**src/rtl/alu_share_arbiter.sv**
```systemverilog
// alu_share_arbiter: shares one external combinational ALU among NREQ requesters.
// A round-robin arbiter grants one requester at a time, registers its operands and
// control into the ALU, captures the result and flags one cycle later, and returns
// them tagged with the requester index over a valid/ready response channel.
//
// Ports:
//   clk, rst_n                    clock, asynchronous active-low reset
//   req_valid/req_ready           per-requester handshake (ready is one-hot, combinational)
//   req_a/req_b/req_control       packed per-requester operands and ALU control
//   alu_a/alu_b/alu_control       registered operands/control driven into the ALU
//   alu_result/alu_c_out/
//   alu_zero/alu_negative         ALU outputs, captured in EXEC
//   rsp_valid/rsp_ready           response handshake
//   rsp_id/rsp_result/rsp_c_out/
//   rsp_zero/rsp_negative         captured response, tagged with the served index
//   busy                          high while an operation is in EXEC or RESP
module alu_share_arbiter #(
    parameter int unsigned WIDTH = 8,
    parameter int unsigned NREQ  = 4,
    parameter int unsigned IDW   = 2
) (
    input  logic                  clk,
    input  logic                  rst_n,
    input  logic [NREQ-1:0]       req_valid,
    output logic [NREQ-1:0]       req_ready,
    input  logic [NREQ*WIDTH-1:0] req_a,
    input  logic [NREQ*WIDTH-1:0] req_b,
    input  logic [NREQ*2-1:0]     req_control,
    output logic [WIDTH-1:0]      alu_a,
    output logic [WIDTH-1:0]      alu_b,
    output logic [1:0]            alu_control,
    input  logic [WIDTH-1:0]      alu_result,
    input  logic                  alu_c_out,
    input  logic                  alu_zero,
    input  logic                  alu_negative,
    output logic                  rsp_valid,
    input  logic                  rsp_ready,
    output logic [IDW-1:0]        rsp_id,
    output logic [WIDTH-1:0]      rsp_result,
    output logic                  rsp_c_out,
    output logic                  rsp_zero,
    output logic                  rsp_negative,
    output logic                  busy
);

    typedef enum logic [1:0] {StIdle, StExec, StResp} state_e;

    state_e           state_q;
    logic [IDW-1:0]   ptr_q;
    logic [WIDTH-1:0] alu_a_q, alu_b_q;
    logic [1:0]       alu_control_q;
    logic             rsp_valid_q;
    logic [IDW-1:0]   rsp_id_q;
    logic [WIDTH-1:0] rsp_result_q;
    logic             rsp_c_out_q, rsp_zero_q, rsp_negative_q;
    logic             busy_q;

    // Round-robin pick: lowest valid index at or above the pointer wins; if none,
    // the lowest valid index overall wins (the wrap-around case).
    logic             any_lo, any_hi;
    logic [IDW-1:0]   lo_idx, hi_idx;
    logic             grant_vld;
    logic [IDW-1:0]   grant_idx;
    logic [IDW-1:0]   ptr_next;

    always_comb begin
        any_lo = 1'b0;
        any_hi = 1'b0;
        lo_idx = '0;
        hi_idx = '0;
        // Descending scan so the last hit is the lowest index.
        for (int i = NREQ - 1; i >= 0; i--) begin
            if (req_valid[i]) begin
                any_lo = 1'b1;
                lo_idx = IDW'(i);
                if (32'(i) >= 32'(ptr_q)) begin
                    any_hi = 1'b1;
                    hi_idx = IDW'(i);
                end
            end
        end
        grant_vld = any_lo;
        grant_idx = any_hi ? hi_idx : lo_idx;
        ptr_next  = (32'(grant_idx) == NREQ - 1) ? '0 : grant_idx + IDW'(1);
    end

    // Operand mux and one-hot accept strobe for the granted requester.
    logic [WIDTH-1:0] sel_a, sel_b;
    logic [1:0]       sel_control;

    always_comb begin
        sel_a       = '0;
        sel_b       = '0;
        sel_control = '0;
        req_ready   = '0;
        for (int unsigned i = 0; i < NREQ; i++) begin
            if (grant_idx == IDW'(i)) begin
                sel_a        = req_a[i*WIDTH +: WIDTH];
                sel_b        = req_b[i*WIDTH +: WIDTH];
                sel_control  = req_control[i*2 +: 2];
                req_ready[i] = (state_q == StIdle) && grant_vld;
            end
        end
    end

    always_ff @(posedge clk or negedge rst_n) begin
        if (!rst_n) begin
            state_q        <= StIdle;
            ptr_q          <= '0;
            alu_a_q        <= '0;
            alu_b_q        <= '0;
            alu_control_q  <= '0;
            rsp_valid_q    <= 1'b0;
            rsp_id_q       <= '0;
            rsp_result_q   <= '0;
            rsp_c_out_q    <= 1'b0;
            rsp_zero_q     <= 1'b0;
            rsp_negative_q <= 1'b0;
            busy_q         <= 1'b0;
        end else begin
            unique case (state_q)
                StIdle: begin
                    if (grant_vld) begin
                        alu_a_q       <= sel_a;
                        alu_b_q       <= sel_b;
                        alu_control_q <= sel_control;
                        rsp_id_q      <= grant_idx;
                        ptr_q         <= ptr_next;
                        busy_q        <= 1'b1;
                        state_q       <= StExec;
                    end
                end
                StExec: begin
                    rsp_result_q   <= alu_result;
                    rsp_c_out_q    <= alu_c_out;
                    rsp_zero_q     <= alu_zero;
                    rsp_negative_q <= alu_negative;
                    rsp_valid_q    <= 1'b1;
                    state_q        <= StResp;
                end
                StResp: begin
                    if (rsp_ready) begin
                        rsp_valid_q <= 1'b0;
                        busy_q      <= 1'b0;
                        state_q     <= StIdle;
                    end
                end
                default: state_q <= StIdle;
            endcase
        end
    end

    assign alu_a        = alu_a_q;
    assign alu_b        = alu_b_q;
    assign alu_control  = alu_control_q;
    assign rsp_valid    = rsp_valid_q;
    assign rsp_id       = rsp_id_q;
    assign rsp_result   = rsp_result_q;
    assign rsp_c_out    = rsp_c_out_q;
    assign rsp_zero     = rsp_zero_q;
    assign rsp_negative = rsp_negative_q;
    assign busy         = busy_q;

endmodule
```
**config.mk**
```make
export PLATFORM = sky130hd
export DESIGN_NAME = alu_share_arbiter
export DESIGN_NICKNAME = d
export VERILOG_FILES = /design/src/rtl/alu_share_arbiter.sv
export SDC_FILE = /design/constraint.sdc
export NUM_CORES = 1
export LEC_CHECK = 0
export ABC_AREA = 1
export CORE_ASPECT_RATIO = 0.7
export CORE_MARGIN = 5
export CORE_UTILIZATION = 37
export DETAILED_ROUTE_END_ITERATION = 8
export PLACE_DENSITY = 0.77
export SLEW_MARGIN = 20
export SYNTH_ARGS = -nofsm -noshare
export SYNTH_HDL_FRONTEND = slang
export SYNTH_SLANG_ARGS = --single-unit
```
**constraint.sdc**
```tcl
create_clock -name clk -period 2.25 [get_ports clk]
set_clock_uncertainty 0.15 [all_clocks]
set_input_delay 0.225 -clock clk [delete_from_list [all_inputs] [get_ports clk]]
set_output_delay 0.225 -clock clk [all_outputs]
set_load 0.03 [all_outputs]
```
==> results.py, run 1 <==
metrics = {
    "global_routing": {
        "grt_antenna_before_repair": 0,
        "grt_pass1_vias": 2375,
        "grt_pass1_wl_mm": 11.6,
        "grt_max_degree": 38,
        "track_usage_pct": 20.2,
        "grt_overflow": 0,
    },
    "pwr": {
        "power_density_nw_per_um2": 1370,
        "ir_drop_uv": 774,
        "power_w": 0.00537,
        "leakagePower_nw": 1.78,
    },
    "sta": {
        "fin_crit_ps": 2220,
        "drv_slew": 0,
        "post-route-period-util_pct": 98.8,
        "fin_ws_ps": 27.4,
        "hold_viol_final": 0,
        "slew_headroom_pct": 44.3,
        "rsz0062_at_grt": "true",
        "worst_pin_slew_ps": 835,
        "tns_ps": 0,
        "timing.fmax_mhz": 450,
        "final-setup-viol-count": 0,
    },
    "detailed_routing": {
        "route.detailed.drc": 0,
        "via_per_inst": 4.79,
        "drt-total-wl_mm": 7.83,
        "drtIter0Drc": 91,
        "firstDrtPassIters": 4,
        "vias": 2468,
        "wl_per_cell_um": 15.2,
        "drtAntennaViolNets": 0,
    },
    "worst_setup_path": {
        "criticalPathCategory": "reg -> out",
        "cpPeakStageDelay_ps": 380,
        "worstSetupStartpointType": "flip-flop",
        "critPathTopFamily": "simple AND/OR/NAND/NOR gates",
        "worstPathMaxFanout": 4,
        "path_cells": "nand2_1, nand2_2, nand2_4, nor2_4, nand2_2, nand2_4, buf_6, ha_4, inv_2, buf_6, nor2_4, buf_6",
        "cp_common_cell": "buf_6",
        "critical_path_arrival_ps": 1850,
        "cp.required_ps": 1880,
        "path_buf_inv": 4,
        "worst_setup_path_end_kind": "output port",
        "cp_slowest_cell": "dfrtp_1",
    },
    "die": {
        "core-area_sq_um": 5340,
        "boundaryPins": 127,
        "die_x_um": 99.3,
        "rows": 22,
        "die_h_um": 72.5,
        "initial_utilization_pct": 38.7,
        "die-area_sq_um": 7200,
    },
    "min_path": {
        "hold_class": "in -> reg",
    },
    "layout": {
        "area_delta_synth_final_pct": 89.7,
        "fillCellCount": 422,
        "layout_commonest_cell": "clkdlybuf4s50_1",
        "drive_gt1_share_pct": 18.7,
        "most-common-layout-cells": "clkdlybuf4s50_1 (118), nand2_1 (117), dfrtp_1 (37)",
        "final_nets": 536,
        "stdcell_area_sq_um": 3920,
        "diodes": 0,
        "stdcell_count": 515,
    },
    "clocking": {
        "clock_latency_ps": 290,
        "clkTransAtPathRegs_ps": 80,
        "htreeDepth": 2,
        "cts_made_buffers": 5,
        "clockRootBuffer": "clkbuf_8",
        "tritoncts": "done",
        "cts_sinks": 37,
        "cts.path.max_buffers": 2,
    },
    "placement": {
        "port_buffers": 126,
        "pre_cts_slack_ps": -182,
        "place.gp.congestion": 0.918,
        "dp_cells": 490,
        "hpwlAfterDp_mm": 5.51,
        "placed_area_sq_um": 3470,
    },
    "outcome": {
        "status": "completed",
    },
    "synth": {
        "yosysWarningCount": 0,
        "syn_inst": 288,
        "syn_area_per_cell_sq_um": 7.17,
        "syn_nets": 382,
        "synth_seq_area_share_pct": 44.8,
        "yosysTopAreaCell": "dfrtp_1",
        "synth_cell_type_count": 21,
        "synth.top_cell.area_share_pct": 44.8,
        "synth_area_sq_um": 2070,
        "ys_seq_elements": 37,
        "synth_area_leaders": "dfrtp_1 (45%), nand2_1 (22%), a21oi_1 (9.0%)",
    },
    "flow_run": {
        "cap_violations": 0,
    },
}
==> sequential cells by signal, summed over array words and instances (netlist names) <==
signal and flops:
alu_control 2, ptr_q 2, alu_b 8, busy 1, rsp_c_out 1, state_q 2
rsp_valid 1, rsp_negative 1, rsp_id 2, alu_a 8, rsp_zero 1, rsp_result 8
==> worst reg2reg max path, delay by kind of cell (launching register included) <==
family,cells,cell delay (ps)
fa+ha+maj,1,120
flops,1,380
buf+inv,4,430
compound gates,1,160
simple gates,10,910
==> logic make-up after synthesis <==
logic type | after synthesis | synth area share (%)
compound gates | 43 | 10.7
fa+ha+maj | 4 | 2.42
buf+inv | 29 | 7.03
flops | 37 | 44.8
simple gates | 175 | 35.1
==> final cells by class <==
class	count	area [sq um]	area share, %
Inverter	16	65.1	1.66
Sequential cell	37	926	23.6
Clock buffer	5	68.8	1.76
Timing Repair Buffer	160	1560	39.7
Multi-Input combinational cell	222	1150	29.3
Tap cell	72	90.1	2.30
Clock inverter	3	65.1	1.66
==> metrics by stage <==
step | utilization (%) | hold slack, ps
2_1_floorplan | - | -221
3_3_place_gp | 65.1 | 231
3_5_place_dp | 65.1 | 234
4_1_cts | 69.2 | 305
5_1_grt | 73.4 | 314
6_report | 73.4 | 316
==> synthesized netlist by cell type, drive strengths merged <==
cell type / instances
nand2: 123
a21oi: 37
dfrtp: 37
nor2: 29
nand3: 22
inv: 15
buf: 10
ha: 4
o21ai: 4
clkbuf: 3
a21boi: 1
clkinv: 1
nor3b: 1
o21bai: 1
==> path summary, 6_finish.rpt <==
check,to,start,cells after the start,slack [ps]
max,req_ready[0],ptr_q[1]$_DFFE_PN0P_,12,30
min,rsp_result[2]$_DFFE_PN0P_,alu_result[2],3,320
max reg2reg,alu_a[1]$_DFFE_PN0P_,ptr_q[1]$_DFFE_PN0P_,16,50
min reg2reg,rsp_c_out$_DFFE_PN0P_,rsp_c_out$_DFFE_PN0P_,2,320
max in group asynchronous,alu_a[5]$_DFFE_PN0P_,rst_n,2,990
min in group asynchronous,alu_b[6]$_DFFE_PN0P_,rst_n,2,420
==> power breakdown <==
group	internal (W)	switching, W	total (W)
combinational	0.00154	0.00200	0.00353
sequential	0.000986	0.000171	0.00116
clock	0.000440	0.000239	0.000679
==> per-layer routing <==
layer  global-route usage, %  vias to the layer above  share of wire (%)
met5                       0                        -                  0
met4                    3.94                        0               0.19
met3                    6.15                        2                7.8
met2                    34.1                       91                 49
met1                    25.8                     1158                 43
li1                        -                     1217                  -
==> repair_timing <==
action                     CTS  global route
buffers inserted             3            13
resized for setup           21            35
setup endpoints to repair    4            22
pin swaps                    3            15
hold endpoints to repair    37             0
hold buffers                 1             0
Power figures use the tool's default switching activity.
==> inputs of run 2 (changes only) <==
- CELL_PAD_IN_SITES_DETAIL_PLACEMENT: not set -> 2
- CELL_PAD_IN_SITES_GLOBAL_PLACEMENT: not set -> 2
- CORE_UTILIZATION: 37 -> 18
- PLACE_DENSITY: 0.77 -> 0.76
==> run 2 against run 1 <==
Net effect: setup slack improved by 3.0 ps; combinational power increased by 6.8%; hold slack improved by 11 ps; final area increased by 4.9%; wire length increased by 29%; first-iteration DRC count decreased by 16%; critical path depth increased by 3; core utilization decreased by 36 points; critical endpoint is now alu_b[2]$_DFFE_PN0P_.
==> results.py, run 2 (synthesis gave the netlist of run 1 again) <==
metrics = {
    "worst_setup_path": {
        "worst_setup_path_end_kind": "flip-flop",
        "cp_common_cell": "nand2_1",
        "criticalPathCategory": "reg -> reg",
        "critical_path_arrival_ps": 2290,
        "cpPeakStageDelay_ps": 390,
        "r2r_slack_ps": 30,
        "path_cells": "nand2_1, nand2_2, nand2_4, nor2_4, nand2_2, nand2_4, buf_6, ha_4, inv_4, nor2_4, clkbuf_16, nand2_1, a21oi_1, nand2_1, nand3_2",
        "cp.required_ps": 2320,
        "worstSetupStartpointType": "flip-flop",
        "cp_slowest_cell": "dfrtp_1",
        "ff2ff_path_depth": 15,
        "worstPathMaxFanout": 9,
    },
    "pwr": {
        "power_w": 0.00574,
        "ir_drop_uv": 394,
        "power_density_nw_per_um2": 1390,
        "leakagePower_nw": 1.80,
    },
    "detailed_routing": {
        "via_per_inst": 4.23,
        "wl_per_cell_um": 17.1,
        "route.detailed.drc": 0,
        "vias": 2498,
        "firstDrtPassIters": 4,
        "drtIter0Drc": 76,
        "drt-total-wl_mm": 10.1,
        "drtAntennaViolNets": 0,
    },
    "global_routing": {
        "grt_pass1_vias": 2857,
        "grt_max_degree": 38,
        "track_usage_pct": 14.1,
        "grt_antenna_before_repair": 0,
        "grt_overflow": 0,
        "grt_pass1_wl_mm": 15.4,
    },
    "die": {
        "die-area_sq_um": 13800,
        "core-area_sq_um": 11100,
        "rows": 32,
        "die_h_um": 99.6,
        "boundaryPins": 127,
        "die_x_um": 138,
        "initial_utilization_pct": 18.6,
    },
    "sta": {
        "drv_slew": 0,
        "tns_ps": 0,
        "whs_ps": 327,
        "timing.fmax_mhz": 451,
        "hold_viol_final": 0,
        "final-setup-viol-count": 0,
        "fin_crit_ps": 2220,
        "rsz0062_at_grt": "true",
        "slew_headroom_pct": 36.0,
        "post-route-period-util_pct": 98.6,
        "worst_pin_slew_ps": 961,
    },
    "placement": {
        "hpwlAfterDp_mm": 7.47,
        "dp_cells": 572,
        "place.gp.congestion": 0.758,
        "port_buffers": 126,
    },
    "layout": {
        "final_util_pct": 36.9,
        "drive_gt1_share_pct": 19.5,
        "diodes": 0,
        "stdcell_count": 590,
        "most-common-layout-cells": "clkdlybuf4s50_1 (118), nand2_1 (114), dfrtp_1 (37)",
        "layout_commonest_cell": "clkdlybuf4s50_1",
        "area_delta_synth_final_pct": 99.1,
        "final_nets": 531,
    },
    "min_path": {
        "min_path_cells": 2,
        "hold_class": "reg -> reg",
    },
    "flow_run": {
        "cap_violations": 0,
    },
    "clocking": {
        "cts_sinks": 37,
        "clkTransAtPathRegs_ps": 60,
        "clock_latency_ps": 280,
        "tritoncts": "done",
        "clockRootBuffer": "clkbuf_16",
        "cts_made_buffers": 5,
        "cts.path.max_buffers": 2,
        "htreeDepth": 2,
    },
    "outcome": {
        "status": "completed",
    },
}
-- run 2: final cells by class --
cell class	count	area (sq um)
fill	1286	7020
timing repair buffer	155	1560
multi-input combinational	222	1200
sequential	37	926
tap	153	191
clock buffer	5	125
inverter	16	70.1
clock inverter	2	35.0
-- run 2: power by group --
group	leakage (nW)	internal, W	switching, W	total [W]
Sequential	0.457	0.000988	0.000185	0.00117
Clock	0.0797	0.000515	0.000282	0.000796
Combinational	1.26	0.00162	0.00215	0.00377
-- run 2: metrics by stage --
step	cell area, sq um	worst slack (ps)
floorplan	2070	81.2
global placement	3610	-176
detailed placement	3610	-300
CTS	3900	-4.36
global route	4110	-93.5
finish	4110	30.4
-- run 2: worst max-delay path, delay by kind of cell, from the launching register on --
kind	cells	cell delay [ps]
AND/OR/NAND/NOR	10	970
flip-flops	1	390
buffers and inverters	3	350
AO/OA/AOI/OAI	1	140
adder cells (fa/ha/maj)	1	130
-- run 2: worst paths after layout --
check / from / end
max: ptr_q[0]$_DFFE_PN0P_ / alu_b[2]$_DFFE_PN0P_
min: rsp_negative$_DFFE_PN0P_ / rsp_negative$_DFFE_PN0P_
max reg2reg: ptr_q[0]$_DFFE_PN0P_ / alu_b[2]$_DFFE_PN0P_
min reg2reg: rsp_negative$_DFFE_PN0P_ / rsp_negative$_DFFE_PN0P_
max in group asynchronous: rst_n / ptr_q[1]$_DFFE_PN0P_
min in group asynchronous: rst_n / alu_a[0]$_DFFE_PN0P_
-- run 2: timing repair --
| action | in CTS | in global routing |
|---|---|---|
| gates cloned | 0 | 2 |
| hold endpoints to repair | 37 | 0 |
| buffers inserted | 4 | 4 |
| resized for setup | 31 | 37 |
| pin swaps | 5 | 12 |
| endpoints found under the setup margin | 6 | 22 |
| hold buffers | 1 | 0 |
-- run 2: layer usage --
metal  track usage (%)  vias up  wire length, um
li1                  -     1209                -
met1              18.7     1190             4930
met2              22.8       90             4430
met3              4.61        9              629
met4              2.66        0               73
met5                 0        -                0
==> inputs of run 3 (changes only) <==
- TNS_END_PERCENT: not set -> 20
==> run 3 against run 2 <==
Net effect: register-to-register slack improved by 40 ps; die area unchanged; final cell count decreased by 1.2%; sequential power about the same; setup slack got worse by 24 ps; clock power increased by 17%; wire length decreased by 0.17%; via count increased by 1.2%; non-clock buffer count decreased by 8; total power increased by 0.14%; largest cell class unchanged.
==> results.py, run 3 (synthesis gave the netlist of run 1 again) <==
metrics = {
    "outcome": {
        "status": "completed",
    },
    "global_routing": {
        "grt_antenna_before_repair": 0,
        "track_usage_pct": 14.7,
        "grt_overflow": 0,
        "grt_max_degree": 38,
        "grt_pass1_vias": 2888,
        "grt_pass1_wl_mm": 16.1,
    },
    "placement": {
        "place.gp.congestion": 0.788,
        "placed_area_sq_um": 3580,
        "hpwlAfterDp_mm": 7.61,
        "port_buffers": 126,
    },
    "die": {
        "die_x_um": 138,
        "die_h_um": 99.6,
        "initial_utilization_pct": 18.6,
        "core-area_sq_um": 11100,
        "boundaryPins": 127,
        "die-area_sq_um": 13800,
        "rows": 32,
    },
    "sta": {
        "timing.fmax_mhz": 446,
        "rsz0062_at_grt": "true",
        "hold_viol_final": 0,
        "worst_pin_slew_ps": 937,
        "tns_ps": 0,
        "fin_crit_ps": 2240,
        "slew_headroom_pct": 37.5,
        "post-route-period-util_pct": 99.7,
        "final-setup-viol-count": 0,
        "drv_slew": 0,
    },
    "min_path": {
        "hold_class": "reg -> reg",
    },
    "detailed_routing": {
        "vias": 2528,
        "firstDrtPassIters": 4,
        "drtIter0Drc": 100,
        "wl_met2_mm": 4.58,
        "dr_wl_met3_um": 603,
        "drt-total-wl_mm": 10.0,
        "wl_per_cell_um": 17.2,
        "highest_layer": "met4",
        "via_per_inst": 4.34,
        "route.detailed.drc": 0,
        "wl_met1_mm": 4.79,
        "drtAntennaViolNets": 0,
    },
    "pwr": {
        "leakagePower_nw": 1.76,
        "power_density_nw_per_um2": 1420,
        "power_w": 0.00574,
        "ir_drop_uv": 419,
    },
    "layout": {
        "area_delta_synth_final_pct": 95.4,
        "layout_commonest_cell": "clkdlybuf4s50_1",
        "drive_gt1_share_pct": 19.8,
        "stdcell_area_sq_um": 4040,
        "most-common-layout-cells": "clkdlybuf4s50_1 (118), nand2_1 (117), dfrtp_1 (37)",
        "fillCellCount": 1259,
        "final_nets": 523,
        "diodes": 0,
    },
    "worst_setup_path": {
        "worst_setup_path_end_kind": "output port",
        "worstPathMaxFanout": 4,
        "cp_slowest_cell": "dfrtp_1",
        "critical_path_arrival_ps": 1870,
        "criticalPathCategory": "reg -> out",
        "worstSetupStartpointType": "flip-flop",
        "cp.required_ps": 1880,
        "cpPeakStageDelay_ps": 420,
        "path_cells": "inv_1, nand3_2, nand2_2, nor2_2, nand2_1, nand2_2, inv_2, ha_2, inv_1, nor2_4, buf_6",
    },
    "clocking": {
        "tritoncts": "done",
        "htreeDepth": 2,
        "clock_latency_ps": 280,
        "clockRootBuffer": "clkbuf_16",
        "cts_sinks": 37,
        "cts_made_buffers": 5,
        "cts.path.max_buffers": 2,
        "clkTransAtPathRegs_ps": 60,
    },
    "flow_run": {
        "cap_violations": 0,
    },
}
==> run 3: critical path, delay by kind of cell (launching register included) <==
kind	cells	cell delay [ps]
adder cells (fa/ha/maj)	1	190
buffers and inverters	4	420
flip-flops	1	420
AND/OR/NAND/NOR	6	540
==> run 3: worst paths after layout <==
path | to | slack [ps] | cells past startpoint | startpoint
max | req_ready[3] | 6 | 11 | ptr_q[0]$_DFFE_PN0P_
min | rsp_result[0]$_DFFE_PN0P_ | 330 | 2 | rsp_result[0]$_DFFE_PN0P_
max reg2reg | alu_control[0]$_DFFE_PN0P_ | 70 | 14 | ptr_q[0]$_DFFE_PN0P_
min reg2reg | rsp_result[0]$_DFFE_PN0P_ | 330 | 2 | rsp_result[0]$_DFFE_PN0P_
max in group asynchronous | rsp_id[1]$_DFFE_PN0P_ | 890 | 2 | rst_n
min in group asynchronous | rsp_result[2]$_DFFE_PN0P_ | 480 | 2 | rst_n
==> run 3: power breakdown <==
| group | total [W] | internal (W) | switching (W) | leakage [nW] |
|---|---|---|---|---|
| Clock | 0.000933 | 0.000634 | 0.000300 | 0.0938 |
| Sequential | 0.00118 | 0.000988 | 0.000190 | 0.457 |
| Combinational | 0.00363 | 0.00152 | 0.00212 | 1.21 |
==> run 3: repair_timing <==
item / CTS / global route
hold buffers: 1 / 0
endpoints found under the hold margin: 37 / 0
gates cloned: 0 / 1
pin swaps: 7 / 4
setup endpoints to repair: 15 / 22
setup buffers: 4 / 0
gates resized for setup: 27 / 35
==> run 3: layer usage <==
layer | vias up | track usage (%)
li1 | 1195 | -
met1 | 1239 | 19.8
met2 | 86 | 23.7
met3 | 8 | 4.28
met4 | 0 | 2.73
met5 | - | 0
==> run 3: area by class of cell <==
class / count / area (sq um) / share of cell area (%)
clock buffers: 5 / 125 / 3.10
clock inverters: 3 / 65.1 / 1.61
inverters: 16 / 62.6 / 1.55
multi-input cells: 222 / 1180 / 29.3
flip-flops and latches: 37 / 926 / 22.9
well taps: 153 / 191 / 4.74
repair buffers: 147 / 1490 / 36.8
==> run 3: per-stage QoR <==
stage / hold WS, ps / setup slack (ps) / util, % / std cells
floorplan: -221 / -1.91 / - / 288
global placement: 258 / -188 / 32.2 / 569
detailed placement: 275 / -294 / 32.2 / 569
CTS: 329 / 0.0773 / 35.0 / 582
global route: 340 / -85.2 / 36.3 / 583
finish: 328 / 5.96 / 36.3 / 583
